## config.mk

```make
export PLATFORM = sky130hd
export DESIGN_NAME = run_ctrl
export DESIGN_NICKNAME = d
export VERILOG_FILES = /design/src/rtl/run_ctrl_pkg.sv /design/src/rtl/run_ctrl_sat_counter.sv /design/src/rtl/run_ctrl.sv
export SDC_FILE = /design/constraint.sdc
export NUM_CORES = 1
export LEC_CHECK = 0
export CORE_AREA = 8 8 64 66
export DETAILED_ROUTE_END_ITERATION = 7
export DIE_AREA = 0 0 72 74
export PLACE_DENSITY_LB_ADDON = 0.15
export SLEW_MARGIN = 5
export SYNTH_ARGS = -nofsm -noshare
export SYNTH_HDL_FRONTEND = slang
export SYNTH_HIERARCHICAL = 1
export SYNTH_SLANG_ARGS = --single-unit
```

## constraint.sdc

```tcl
create_clock -name clk -period 1.6 [get_ports clk]
set_clock_uncertainty 0.05 [all_clocks]
set_input_delay 0.32 -clock clk [delete_from_list [all_inputs] [get_ports clk]]
set_output_delay 0.32 -clock clk [all_outputs]
set_load 0.005 [all_outputs]
```

## src/rtl/run_ctrl_pkg.sv

```systemverilog
// Shared types and default configuration for the run controller.
// The state encoding is fixed here so the top and any debug tooling agree on it.
package run_ctrl_pkg;

  localparam int unsigned RST_CYCLES_DEF = 2;
  localparam int unsigned MAX_CYCLES_DEF = 4095;
  localparam int unsigned CNT_W_DEF      = 16;
  localparam int unsigned RST_CNT_W      = 4;

  typedef enum logic [1:0] {
    ST_IDLE = 2'd0,
    ST_CRST = 2'd1,
    ST_RUN  = 2'd2,
    ST_FIN  = 2'd3
  } state_t;

endpackage

```

## src/rtl/run_ctrl_sat_counter.sv

```systemverilog
// Up-counter with synchronous clear that sticks at all-ones instead of wrapping.
// Used for the RUN-cycle count of the run controller.
module sat_counter #(
  parameter int unsigned W = 16
) (
  input  logic         clk,
  input  logic         reset,
  input  logic         clear,
  input  logic         enable,
  output logic [W-1:0] count
);

  always_ff @(posedge clk) begin
    // NOTE: non-blocking (<=) for all flop state so every register samples pre-edge values.
    if (reset || clear) begin
      count <= '0;
    end else if (enable && (count != '1)) begin
      count <= count + W'(1);
    end
  end

endmodule

```

## src/rtl/run_ctrl.sv

```systemverilog
// Run controller: sequences core reset, a budgeted run window and a done/req
// four-phase handshake. All outputs are decoded from registered state.
module run_ctrl
  import run_ctrl_pkg::*;
#(
  parameter int unsigned RST_CYCLES = RST_CYCLES_DEF,
  parameter int unsigned MAX_CYCLES = MAX_CYCLES_DEF,
  parameter int unsigned CNT_W      = CNT_W_DEF
) (
  input  logic             clk,
  input  logic             reset,
  input  logic             req,
  input  logic             core_done,
  output logic             core_reset,
  output logic             core_run,
  output logic             busy,
  output logic             done,
  output logic             timeout,
  output logic [CNT_W-1:0] cycle_count
);

  localparam logic [1:0] S_IDLE = ST_IDLE;
  localparam logic [1:0] S_CRST = ST_CRST;
  localparam logic [1:0] S_RUN  = ST_RUN;
  localparam logic [1:0] S_FIN  = ST_FIN;

  localparam logic [RST_CNT_W-1:0] RST_LOAD = RST_CNT_W'(RST_CYCLES);

  // Budget fires on the edge where the count becomes MAX_CYCLES, i.e. while it still reads MAX_CYCLES-1.
  localparam int unsigned      LAST_RUN_I = (MAX_CYCLES == 0) ? 0 : MAX_CYCLES - 1;
  localparam logic [CNT_W-1:0] LAST_RUN   = CNT_W'(LAST_RUN_I);

  if ((RST_CYCLES < 1) || (RST_CYCLES > 15)) begin : g_bad_rst_cycles
    $error("run_ctrl: RST_CYCLES must be in 1..15");
  end
  if (64'(MAX_CYCLES) > ((64'(1) << CNT_W) - 64'(1))) begin : g_bad_max_cycles
    $error("run_ctrl: MAX_CYCLES exceeds the cycle_count range");
  end

  logic [1:0]           state;
  logic [RST_CNT_W-1:0] rst_cnt;
  logic                 start;
  logic                 run_en;
  logic                 budget_hit;

  assign start      = (state == S_IDLE) && req;
  assign run_en     = (state == S_RUN);
  assign budget_hit = (MAX_CYCLES != 0) && (cycle_count == LAST_RUN);

  always_ff @(posedge clk) begin
    if (reset) begin
      state   <= S_IDLE;
      rst_cnt <= '0;
      timeout <= 1'b0;
    end else begin
      case (state)
        S_IDLE: begin
          if (req) begin
            state   <= S_CRST;
            rst_cnt <= RST_LOAD;
            timeout <= 1'b0;
          end
        end
        S_CRST: begin
          if (rst_cnt == RST_CNT_W'(1)) begin
            state <= S_RUN;
          end else begin
            rst_cnt <= rst_cnt - RST_CNT_W'(1);
          end
        end
        S_RUN: begin
          // A program finishing on its last budgeted cycle is a clean finish, not a timeout.
          if (core_done) begin
            state   <= S_FIN;
            timeout <= 1'b0;
          end else if (budget_hit) begin
            state   <= S_FIN;
            timeout <= 1'b1;
          end
        end
        S_FIN: begin
          if (!req) begin
            state <= S_IDLE;
          end
        end
        default: state <= S_IDLE;
      endcase
    end
  end

  sat_counter #(
    .W(CNT_W)
  ) u_cycle_cnt (
    .clk   (clk),
    .reset (reset),
    .clear (start),
    .enable(run_en),
    .count (cycle_count)
  );

  // FIN releases core_reset so the halted core's state can be inspected.
  assign core_reset = (state == S_IDLE) || (state == S_CRST);
  assign core_run   = (state == S_RUN);
  assign busy       = (state == S_CRST) || (state == S_RUN);
  assign done       = (state == S_FIN);

endmodule

```

==> flow_summary.ini <==
[placed_design]
placedInstanceArea_um2 = 2070
hpwl_dp_um = 3130
finalWeightedCongestion = 0.818
place_ws_ns = -0.173
io_buffer_count = 24

[sta]
fin_crit_sh = 1.09
max_slew.worst_pin.slew_ns = 0.485
max-slew-margin-rel = 0.675
max_freq_ghz = 0.576
period_needed_ns = 1.74
rsz0062_at_grt = true
hold_viol_final = 0
maxSlewViolCount = 0
setup-violations-final = 12
final_setup_slack_of_the_worst_path_ns = -0.137

[route]
first_iter_violations = 60
vias_per_cell = 5.40
drt_wl_total_um = 4830
dr.pass1.iters = 4
routedWlPerCell_um = 16.4
detail_route.drc_violations = 0
detail-route-antenna-nets = 0
routed-via-count = 1587

[floorplanning]
rows = 21
die_height_um = 74
io_pins = 25
coreArea_um2 = 3180
dieArea_um2 = 5330
fp.dieW_um = 72
initial_core_util = 0.442

[clocking]
clock_latency_ns = 0.31
clock_tree_from_tritoncts = yes
cts_root_buffer = clkbuf_4
h_tree_levels = 1
cts_inserted_buffers = 3
cts.sink_count = 23
clk_pin_slew_worst_paths_ns = 0.13
maximum_root_to_sink_buffer_count = 2

[power_and_ir_drop]
power.density_nw_per_um2 = 1090
leak_nw = 1.17
power.total_mw = 2.80
max-vdd-ir-drop_mv = 0.604

[logic_synthesis]
synth.distinct_cells = 47
synthesis.area_um2 = 1410
synth-seq-cells = 23
seq_area_frac_synth = 0.328
ys_warn_count = 6
yosys.area.top_type_share = 0.328
post_synth_main_area_contributors = dfxtp_1 33%, ha_1 7.1%, nor2_1 4.3%
postSynthCellCount = 153
synth_edf_count = 0
syn_avg_cell_area_um2 = 9.18
ys_top_cells_by_count = 23 x dfxtp_1, 16 x nor2_1, 9 x a21oi_1
ffs_w_async_s_r_synth = 0
post-synth-top-count-cell = dfxtp_1
synth_top_cell_by_area = dfxtp_1
postSynthNetCount = 165
synth_flop_cell = dfxtp_1

[finish]
finalNetCount = 261
finalCoreUtilization = 0.808
fillCellCount = 198
syn2layout_area_growth_pct = 82.9
post_route_cells_drive_above_1_share = 0.573
layout.cell_area.non_filler_um2 = 2570
antenna_cells = 0

[worst_hold_path]
holdCritPathClass = register to register

[grt]
grt-ovfl-total = 0
antenna_violations_before_repair = 0
grt_start_max_net_pins = 14
number_of_global_route_vias_before_repair = 1548
grt_first_pass_wirelength_um = 7020
groute.usage.overall = 0.163

[worst_setup_path]
worstSetupEndpointType = register
timing.critical_path.required_ns = 1.80
crit_path_max_fanout = 5
timing.critical_path.slowest_cell_delay_ns = 0.38
crit_slowest_cell = dfxtp_4
criticalPathCategory = register to register
path_cells = buf_6 > ha_4 > nand4_1 > a41o_1 > or3_1 > a21oi_1
cp_data_arrival_time_ns = 1.94
critPathLaunchType = register

[outcome]
violations = negative setup slack
run_status = finished, violations left

[run]
drv.max_cap_violation_count = 0
## routing by layer
metal / vias up / global-route usage / wire (µm)
met5: - / 0 / 0
met1: 765 / 0.177 / 1950
met2: 40 / 0.312 / 2550
met3: 8 / 0.0283 / 254
met4: 0 / 0.0499 / 71
li1: 774 / - / -
## placed cells by master, fill, tap and decap left out, types with 4 or more instances in the layout
cell type / count
nand3_1: 4
or3_1: 5
dfxtp_4: 6
dfxtp_2: 15
o21ai_0: 5
a21oi_2: 4
nand4_1: 6
inv_1: 5
ha_4: 6
nor2_1: 15
buf_6: 16
nand2b_1: 4
or4_4: 4
a41o_1: 4
buf_4: 57
dlygate4sd2_1: 13
clkdlybuf4s50_1: 5
nand2_1: 6
a21oi_1: 5
## final cells by class
| type | instances | area (µm²) | share of cell area |
|---|---|---|---|
| Inverter | 8 | 37.5 | 0.0146 |
| Multi-Input combinational cell | 119 | 1140 | 0.445 |
| Clock buffer | 3 | 22.5 | 0.00876 |
| Timing Repair Buffer | 94 | 802 | 0.312 |
| Sequential cell | 23 | 502 | 0.195 |
| Tap cell | 46 | 57.6 | 0.0224 |
| Clock inverter | 1 | 5.00 | 0.00195 |
## worst max-delay path: cells and delay by family, from the launching register on
| family | cells | cell delay (ns) |
|---|---|---|
| simple gates | 2 | 0.52 |
| compound gates | 2 | 0.46 |
| flops | 1 | 0.38 |
| buf+inv | 1 | 0.11 |
| fa+ha+maj | 1 | 0.15 |
## report_power, final
| group | total (mW) | switching [mW] | internal, mW |
|---|---|---|---|
| Combinational | 1.80 | 0.804 | 0.998 |
| Clock | 0.275 | 0.181 | 0.0934 |
| Sequential | 0.720 | 0.0688 | 0.652 |
| Total | 2.80 | 1.05 | 1.74 |
## worst paths after layout
kind,start,end,slack [ns],depth (start not counted)
worst min register to register,u_cycle_cnt/count[11],u_cycle_cnt/count[11],0.49,2
worst min-delay path,u_cycle_cnt/count[11],u_cycle_cnt/count[11],0.49,2
worst max register to register,state[1],u_cycle_cnt/count[14],-0.14,6
worst max-delay path,state[1],u_cycle_cnt/count[14],-0.14,6
## kinds of logic (layout without fill, tap and decap cells)
logic type                 Yosys count  count (layout)  share of synthesized area
adders and majority gates            8               8                     0.0712
DFF                                 23              23                      0.328
buffers and inverters               11             106                     0.0303
and+or+nand+nor                     67              67                      0.313
muxes                                2               2                     0.0142
xor gates and xnor gates             5               5                     0.0312
AOI/OAI and AO/OA                   37              37                      0.213
## stage by stage
step	hold WS, ns	std cells	TNS (ns)
after global placement	0.447	267	-2.48
after global routing	0.512	294	-1.48
after detailed placement	0.471	267	-2.85
after floorplan	0.336	153	-0.0499
final	0.485	294	-0.672
after CTS	0.469	285	-0.612
## sequential cells by signal, indices dropped and copies added, names as in the netlist
name / cells
rst_cnt: 4
state: 2
timeout: 1
u_cycle_cnt/count: 16
## repair_timing
item	4_1_cts	5_1_grt
gates cloned	0	0
pin swaps	16	23
buffers inserted	14	13
resized for setup	78	36
hold buffers	0	0
endpoints found under the setup margin	42	27
No activity file was read; power rests on OpenSTA's default activity.
